## config.mk

```make
export PLATFORM = sky130hd
export DESIGN_NAME = out_wb_fifo
export DESIGN_NICKNAME = d
export VERILOG_FILES = /design/src/rtl/out_wb_fifo.sv
export SDC_FILE = /design/constraint.sdc
export NUM_CORES = 2
export LEC_CHECK = 0
export BUFFER_PORTS_ARGS = -buffer_cell sky130_fd_sc_hd__buf_4
export CAP_MARGIN = 20
export CELL_PAD_IN_SITES_DETAIL_PLACEMENT = 1
export CELL_PAD_IN_SITES_GLOBAL_PLACEMENT = 1
export CORE_ASPECT_RATIO = 1.75
export CORE_MARGIN = 8
export CORE_UTILIZATION = 36
export DETAILED_ROUTE_END_ITERATION = 8
export HOLD_SLACK_MARGIN = 0.12
export PLACE_DENSITY = 0.63
export SLEW_MARGIN = 20
export SYNTH_ARGS = -nofsm -noshare
export SYNTH_HDL_FRONTEND = slang
export SYNTH_SLANG_ARGS = --single-unit
```

## constraint.sdc

```tcl
create_clock -name i_clk -period 2.7 [get_ports i_clk]
set_input_delay 0.27 -clock i_clk [delete_from_list [all_inputs] [get_ports i_clk]]
set_output_delay 0.27 -clock i_clk [all_outputs]
set_load 0.02 [all_outputs]
```

## src/rtl/out_wb_fifo.sv

```systemverilog
// rtl/out_wb_fifo.sv - write-back FIFO between the PPU output strobes and a valid/ready consumer
module out_wb_fifo #(
    parameter int DATA_W = 128,
    parameter int ADDR_W = 16,
    parameter int DEPTH  = 8,
    parameter int CNT_W  = 16
) (
    input  logic              i_clk,
    input  logic              i_rst_n,
    input  logic              i_out_we,
    input  logic [DATA_W-1:0] i_out_data,
    input  logic [ADDR_W-1:0] i_out_addr,
    input  logic              i_finish,
    output logic              o_m_valid,
    input  logic              i_m_ready,
    output logic [DATA_W-1:0] o_m_data,
    output logic [ADDR_W-1:0] o_m_addr,
    output logic              o_m_last,
    output logic              o_busy,
    output logic              o_done,
    output logic              o_overflow,
    output logic [CNT_W-1:0]  o_beat_cnt
);

    localparam int PTR_W = (DEPTH > 1) ? $clog2(DEPTH) : 1;
    localparam int OCC_W = PTR_W + 1;
    localparam int ENT_W = ADDR_W + DATA_W;
    localparam logic [OCC_W-1:0] FULL_C = OCC_W'(DEPTH);

    typedef enum logic [1:0] {
        S_IDLE   = 2'd0,
        S_ACTIVE = 2'd1,
        S_DRAIN  = 2'd2,
        S_DONE   = 2'd3
    } state_t;

    logic [ENT_W-1:0] mem_q [DEPTH];
    logic [PTR_W-1:0] wr_ptr_q;
    logic [PTR_W-1:0] rd_ptr_q;
    logic [OCC_W-1:0] count_q;
    logic [OCC_W-1:0] count_d;
    state_t           state_q;
    logic             busy_q;
    logic             done_q;
    logic             overflow_q;
    logic [CNT_W-1:0] beat_cnt_q;

    logic             fifo_push;
    logic             fifo_pop;
    logic             fifo_drop;
    logic [ENT_W-1:0] head_ent;

    // A pop frees the head slot this edge, so a full FIFO may still take a write alongside it
    assign fifo_pop  = o_m_valid && i_m_ready;
    assign fifo_push = i_out_we && ((count_q < FULL_C) || fifo_pop);
    assign fifo_drop = i_out_we && !fifo_push;

    assign head_ent   = mem_q[rd_ptr_q];
    assign o_m_valid  = (count_q != '0);
    assign o_m_addr   = head_ent[ENT_W-1:DATA_W];
    assign o_m_data   = head_ent[DATA_W-1:0];
    assign o_m_last   = o_m_valid && (state_q == S_DRAIN) && (count_q == OCC_W'(1)) && !i_out_we;
    assign o_busy     = busy_q;
    assign o_done     = done_q;
    assign o_overflow = overflow_q;
    assign o_beat_cnt = beat_cnt_q;

    // Next occupancy: simultaneous push and pop leave it unchanged
    always_comb begin
        count_d = count_q;
        if (fifo_push && !fifo_pop) begin
            count_d = count_q + 1'b1;
        end else if (fifo_pop && !fifo_push) begin
            count_d = count_q - 1'b1;
        end
    end

    // Entry storage and wrapping pointers; reset discards all contents
    always_ff @(posedge i_clk or negedge i_rst_n) begin
        if (!i_rst_n) begin
            for (int i = 0; i < DEPTH; i++) begin
                mem_q[i] <= '0;
            end
            wr_ptr_q <= '0;
            rd_ptr_q <= '0;
            count_q  <= '0;
        end else begin
            if (fifo_push) begin
                mem_q[wr_ptr_q] <= {i_out_addr, i_out_data};
                wr_ptr_q        <= wr_ptr_q + 1'b1;
            end
            if (fifo_pop) begin
                rd_ptr_q <= rd_ptr_q + 1'b1;
            end
            count_q <= count_d;
        end
    end

    // Matrix state machine with registered busy/done, sticky overflow and beat counter
    always_ff @(posedge i_clk or negedge i_rst_n) begin
        if (!i_rst_n) begin
            state_q    <= S_IDLE;
            busy_q     <= 1'b0;
            done_q     <= 1'b0;
            overflow_q <= 1'b0;
            beat_cnt_q <= '0;
        end else begin
            if (fifo_pop && (beat_cnt_q != '1)) begin
                beat_cnt_q <= beat_cnt_q + 1'b1;
            end
            if (fifo_drop) begin
                overflow_q <= 1'b1;
            end
            done_q <= 1'b0;
            busy_q <= 1'b1;
            case (state_q)
                S_IDLE: begin
                    busy_q <= 1'b0;
                    if (i_out_we) begin
                        state_q    <= S_ACTIVE;
                        busy_q     <= 1'b1;
                        overflow_q <= 1'b0;
                        beat_cnt_q <= '0;
                    end else if (i_finish) begin
                        state_q <= S_DONE;
                        busy_q  <= 1'b1;
                        done_q  <= 1'b1;
                    end
                end
                S_ACTIVE: begin
                    if (i_finish) begin
                        state_q <= S_DRAIN;
                    end
                end
                S_DRAIN: begin
                    // Late pushes keep the drain alive; finish is ignored here
                    if ((count_d == '0) && !fifo_push) begin
                        state_q <= S_DONE;
                        done_q  <= 1'b1;
                    end
                end
                S_DONE: begin
                    if (i_out_we) begin
                        state_q    <= S_ACTIVE;
                        overflow_q <= 1'b0;
                        beat_cnt_q <= '0;
                    end else begin
                        state_q <= S_IDLE;
                        busy_q  <= 1'b0;
                    end
                end
                default: begin
                    state_q <= S_IDLE;
                    busy_q  <= 1'b0;
                end
            endcase
        end
    end

endmodule

```

Word-level counts from Yosys, hierarchy flattened
Index checks and enable logic that the tools add are counted.

storage, ports and cells
  bits in registers = 1183
  latch bits = 0
  logic and storage cells = 82
  memory bits (read-only) = 0
  RAM bits = 0
  bits of input ports = 149
  output and inout port bits = 165
  memories kept = 0

operators by class
  multiplexer cells = 27
  equality and inequality tests = 8
  add/subtract/negate cells = 5
  shifts and indexed selects = 0
  bitwise logic cells = 2
  divide/modulo/power cells = 0
  multipliers = 0
  order comparisons = 4
  reduce and logical (&&, ||, !) cells = 20

operator list
  operator                                                                      number
  1152-bit bitwise mux                                                          1
  144-bit binary-select mux with 3-bit select                                   1
  144-bit demux with 3-bit select                                               1
  144-bit 2-to-1 mux                                                            3
  16-bit 2-to-1 mux                                                             3
  16-bit by 1-bit adder with 16-bit output, second input constant               1
  16-bit != test, second input constant                                         1
  1-bit logical AND                                                             11
  1-bit 2-to-1 mux                                                              9
  4-bit >= comparator, second input constant                                    2
  2-bit 2-to-1 mux                                                              4
  4-bit 2-to-1 mux                                                              2
  3-bit inverter with 4-bit output                                              2
  2-bit one-hot mux with 4 select lines                                         1
  3-bit by 1-bit adder with 3-bit output, second input constant                 2
  4-bit by 1-bit adder with 4-bit output, second input constant                 1
  2-bit equality test, second input constant                                    2
  4-bit by 1-bit equality test with 1-bit output, second input constant         1
  4-bit zero test                                                               1
  4-bit by 1-bit less-than comparator with 1-bit output, second input constant  1
  4-bit less-than comparator, second input constant                             1
  1-bit one-hot mux with 2 select lines                                         2
  4-bit nonzero test                                                            1
  4-bit by 1-bit subtractor with 4-bit output, second input constant            1
  9 further kinds                                                               11

Logic depth before layout (Yosys ltp)
  depth in word-level cells = 12
  mapped depth = 9
  mapped depth without buffers = 7

Worst setup path before layout
Ideal clock, no wire load.

  path kind = register to output
  from = register rd_ptr_q[0]
  to = output o_m_addr[5]
  data arrival time = 1.963 ns
  path buffers = 3
  data required time = 2.430 ns
  path slack = 0.467 ns
  cell stages (with the launch flop) = 6
  path through = dfrtp_1 -> buf_2 -> buf_2 -> buf_2 -> mux4_2 -> mux2_2

on the way
  cells in the longest elaborated chain, start to end = 4

RTL lines
  element                                                 line  RTL
  start, declared                                         39    logic [PTR_W-1:0] rd_ptr_q;
  start signal, assigned                                  93    rd_ptr_q <= rd_ptr_q + 1'b1;
  3-bit inverter with 4-bit output (implied by the code)  58    assign head_ent = mem_q[rd_ptr_q];
  144-bit binary-select mux with 3-bit select             58
  144-bit 2-to-1 mux (implied by the code) (2 in a row)   58
  end, declared                                           17    output logic [ADDR_W-1:0] o_m_addr,

Every way passes these cells. The select of a mux whose other input is x is not followed.

Worst setup path after layout
  from = register rd_ptr_q[0]
  to = output o_m_data[87]

on the way
  cells in the longest elaborated chain, start to end = 4

RTL lines
  element                                                 line  RTL
  3-bit inverter with 4-bit output (implied by the code)  58
  144-bit binary-select mux with 3-bit select             58
  144-bit 2-to-1 mux (implied by the code) (2 in a row)   58
  end, declared                                           16    output logic [DATA_W-1:0] o_m_data,

Every way passes these cells. The select of a mux whose other input is x is not followed.

==> impl_metrics.toml <==
[run_status]
status = "finished with violations"
violations = "negative setup slack"

[clock_tree]
clock-sinks = 1183
insertion_delay_ns = 0.76
htree_levels = 3
cts_root_buf = "clkbuf_16"
clkTransAtPathRegs_ns = 0.06
cts_tree = "done"
cts_buffers = 115
cts.path.max_buffers = 3

[worst_setup_path]
crit_type = "flip-flop to output pin"
r2r_slack_ns = 0.31
critPathLaunchType = "flip-flop"
crit_path_max_fanout = 7
r2r_start = "count_q[0]"
timing.rr.end = "o_beat_cnt[15]"
cp-end-kind = "output pin"
required_ns = 2.43
ff2ff_path_depth = 7
cp_data_arrival_time_ns = 2.75

[power]
total_power_mw = 91.3
vdd_drop_max_mv = 0.886
powerDensity_nw_per_um2 = 1380
p_leak_nw = 28.7

[timing]
final-max-slew-violation-count = 0
tightest_slew_ns = 0.779
fmax_mhz = 331
final.period_utilization_pct = 112
setup_ws_ns = -0.319
rsz0062_at_grt = "yes"
setup_viol = 144
clock_skew_ns = 0.0342
final.min_clock_period_ns = 3.02
finalHoldViolations = 0
relSlewSlack_pct = 48.1
holdWs_ns = 0.343

[global_route]
grt_max_degree = 104
antenna_found_initial = 17
grt_usage_pct = 17.9
grt-ovfl-total = 0
grt_pass1_vias = 34900
grt_pass1_wl_um = 224000

[routing]
drt_iter0_drc = 1259
avgRoutedWirePerCell_um = 24.8
ant_nets = 0
dr.pass1.iters = 6
drc_errors = 0
via_per_inst = 5.18
vias = 30000
wirelength_um = 144000

[synthesis]
yosys.area.top_type = "dfrtp_1"
ys_seq_elements = 1183
synth_warnings = 0
syn_avg_cell_area_um2 = 17.0
synth_cell_types = 48
seq_area_frac_synth_pct = 55.5
async_reset_ff_share_pct = 100
netlist_instances = 3138
netlist.area_leader.share_pct = 55.5
yosysMostFrequentCell = "dfrtp_1"
synth_fp_nets = 3297
synthFlopType = "dfrtp_1"
synth_area_um2 = 53400
synth_edf_count = 0
synth_common_cells = "dfrtp_1 (1183), mux2_2 (1169), mux4_2 (288), mux2_4 (120), buf_2 (119)"
synth_area_leaders = "dfrtp_1 (55%), mux2_2 (25%), mux4_2 (12%)"

[layout]
nets = 3867
syn2layout_area_growth_pct = 24.0
final_util_pct = 44.8
layout-drive-gt1-share_pct = 60.3
n_fill_cell = 14300

[die]
design.die.area_um2 = 161000
core_um2 = 148000
initial_utilization_pct = 36.1
die_h_um = 525
ios = 314
chipWidth_um = 307
row_count = 187

[run]
max-cap-violations = 0

[min_path]
min_path_type = "input pin to asynchronous set/reset pin"

[place]
place_congestion = 0.711
dp_hpwl_um = 88300
portBuffers = 313
==> cell type report <==
type / count / area [µm²] / area share, %
clock inverters: 41 / 578 / 0.874
inverters: 10 / 37.5 / 0.0567
clock buffers: 170 / 3360 / 5.07
multi-input cells: 1735 / 22900 / 34.5
flip-flops and latches: 1183 / 29600 / 44.8
repair buffers: 663 / 7230 / 10.9
diodes: 7 / 17.5 / 0.0265
well taps: 1984 / 2480 / 3.75
==> routing by layer <==
metal / track usage (%) / vias up / share of wire, %
met1: 22.9 / 16400 / 42
met4: 5.41 / 16 / 2.4
met3: 2.94 / 190 / 3.6
met5: 0 / - / 0.068
li1: - / 12900 / -
met2: 31.0 / 471 / 52
==> sequential cells by signal, indices dropped and copies added, names as in the netlist <==
name and flops:
count_q 4, mem_q 1152, o_beat_cnt 16, o_busy 1
o_done 1, o_overflow 1, rd_ptr_q 3, state_q 2
wr_ptr_q 3
==> cell families (layout without fill, tap and decap cells) <==
kind of cell    Yosys count  count (layout)  share of synthesized area [%]
mux                    1589            1589                           40.5
flops                  1183            1183                           55.5
buf+inv                 220             884                           2.22
simple gates             83              83                          0.870
compound gates           35              35                          0.441
xor+xnor                 18              18                          0.295
fa+ha+maj                10              10                          0.235
other cells               0               7                              0
==> what timing repair did <==
action	CTS	global route
setup endpoints to repair	145	144
buffers inserted	18	1
hold endpoints to repair	2132	0
hold buffers	150	0
cloned	10	10
gates resized for setup	150	50
==> power by group <==
group / total (mW) / switching, mW / internal (mW)
Sequential: 31.1 / 4.52 / 26.6
Combinational: 43.3 / 17.9 / 25.4
Clock: 16.8 / 7.22 / 9.58
Total: 91.3 / 29.6 / 61.6
==> worst max-delay path, stage by stage (launching register included) <==
cell	delay [ns]
dfrtp_4	0.44
buf_8	0.16
buf_16	0.19
buf_16	0.16
mux4_2	0.52
mux2_2	0.32
buf_4	0.17
==> through the flow <==
stage	area (µm²)	setup TNS, ns	worst slack [ns]	cells
detailed placement	59200	0	0.309	5387
CTS	65700	-52.90	-0.446	5776
floorplan	53400	0	0.467	3138
global placement	59200	0	0.352	5387
finish	66200	-36.59	-0.319	5793
global route	66200	-50.38	-0.405	5791
==> layout by cell type (no fill, tap or decap), drive strengths merged, types with 2 or more instances in the layout <==
master       instances
mux4               288
mux2              1298
a21oi               10
and2                 3
buf                502
inv                 12
nand4                6
mux2i                3
or4                  3
xor2                14
clkbuf             180
and3                 5
and4                 2
xnor2                4
nand3                6
o21bai               2
o21ai                8
nand2b               6
nor3                 5
nand2               15
or3                  4
ha                  10
dlygate4sd3        149
dfrtp             1183
o2111ai              4
clkinv              29
bufbuf               2
diode                7
nor2                21
o211ai               5
bufinv              10
==> how the worst max path moves through the flow <==
stage | cells after the start | slack, ns | startpoint | endpoint
2_1_floorplan | 5 | 0.47 | rd_ptr_q[0] | o_m_addr[5]
3_3_place_gp | 5 | 0.35 | rd_ptr_q[0] | o_m_data[52]
3_5_place_dp | 7 | 0.31 | count_q[0] | o_beat_cnt[15]
4_1_cts | 7 | -0.45 | rd_ptr_q[0] | o_m_data[70]
5_1_grt | 7 | -0.40 | rd_ptr_q[0] | o_m_data[74]
6_report | 6 | -0.32 | rd_ptr_q[0] | o_m_data[87]
Power figures use the tool's default switching activity.
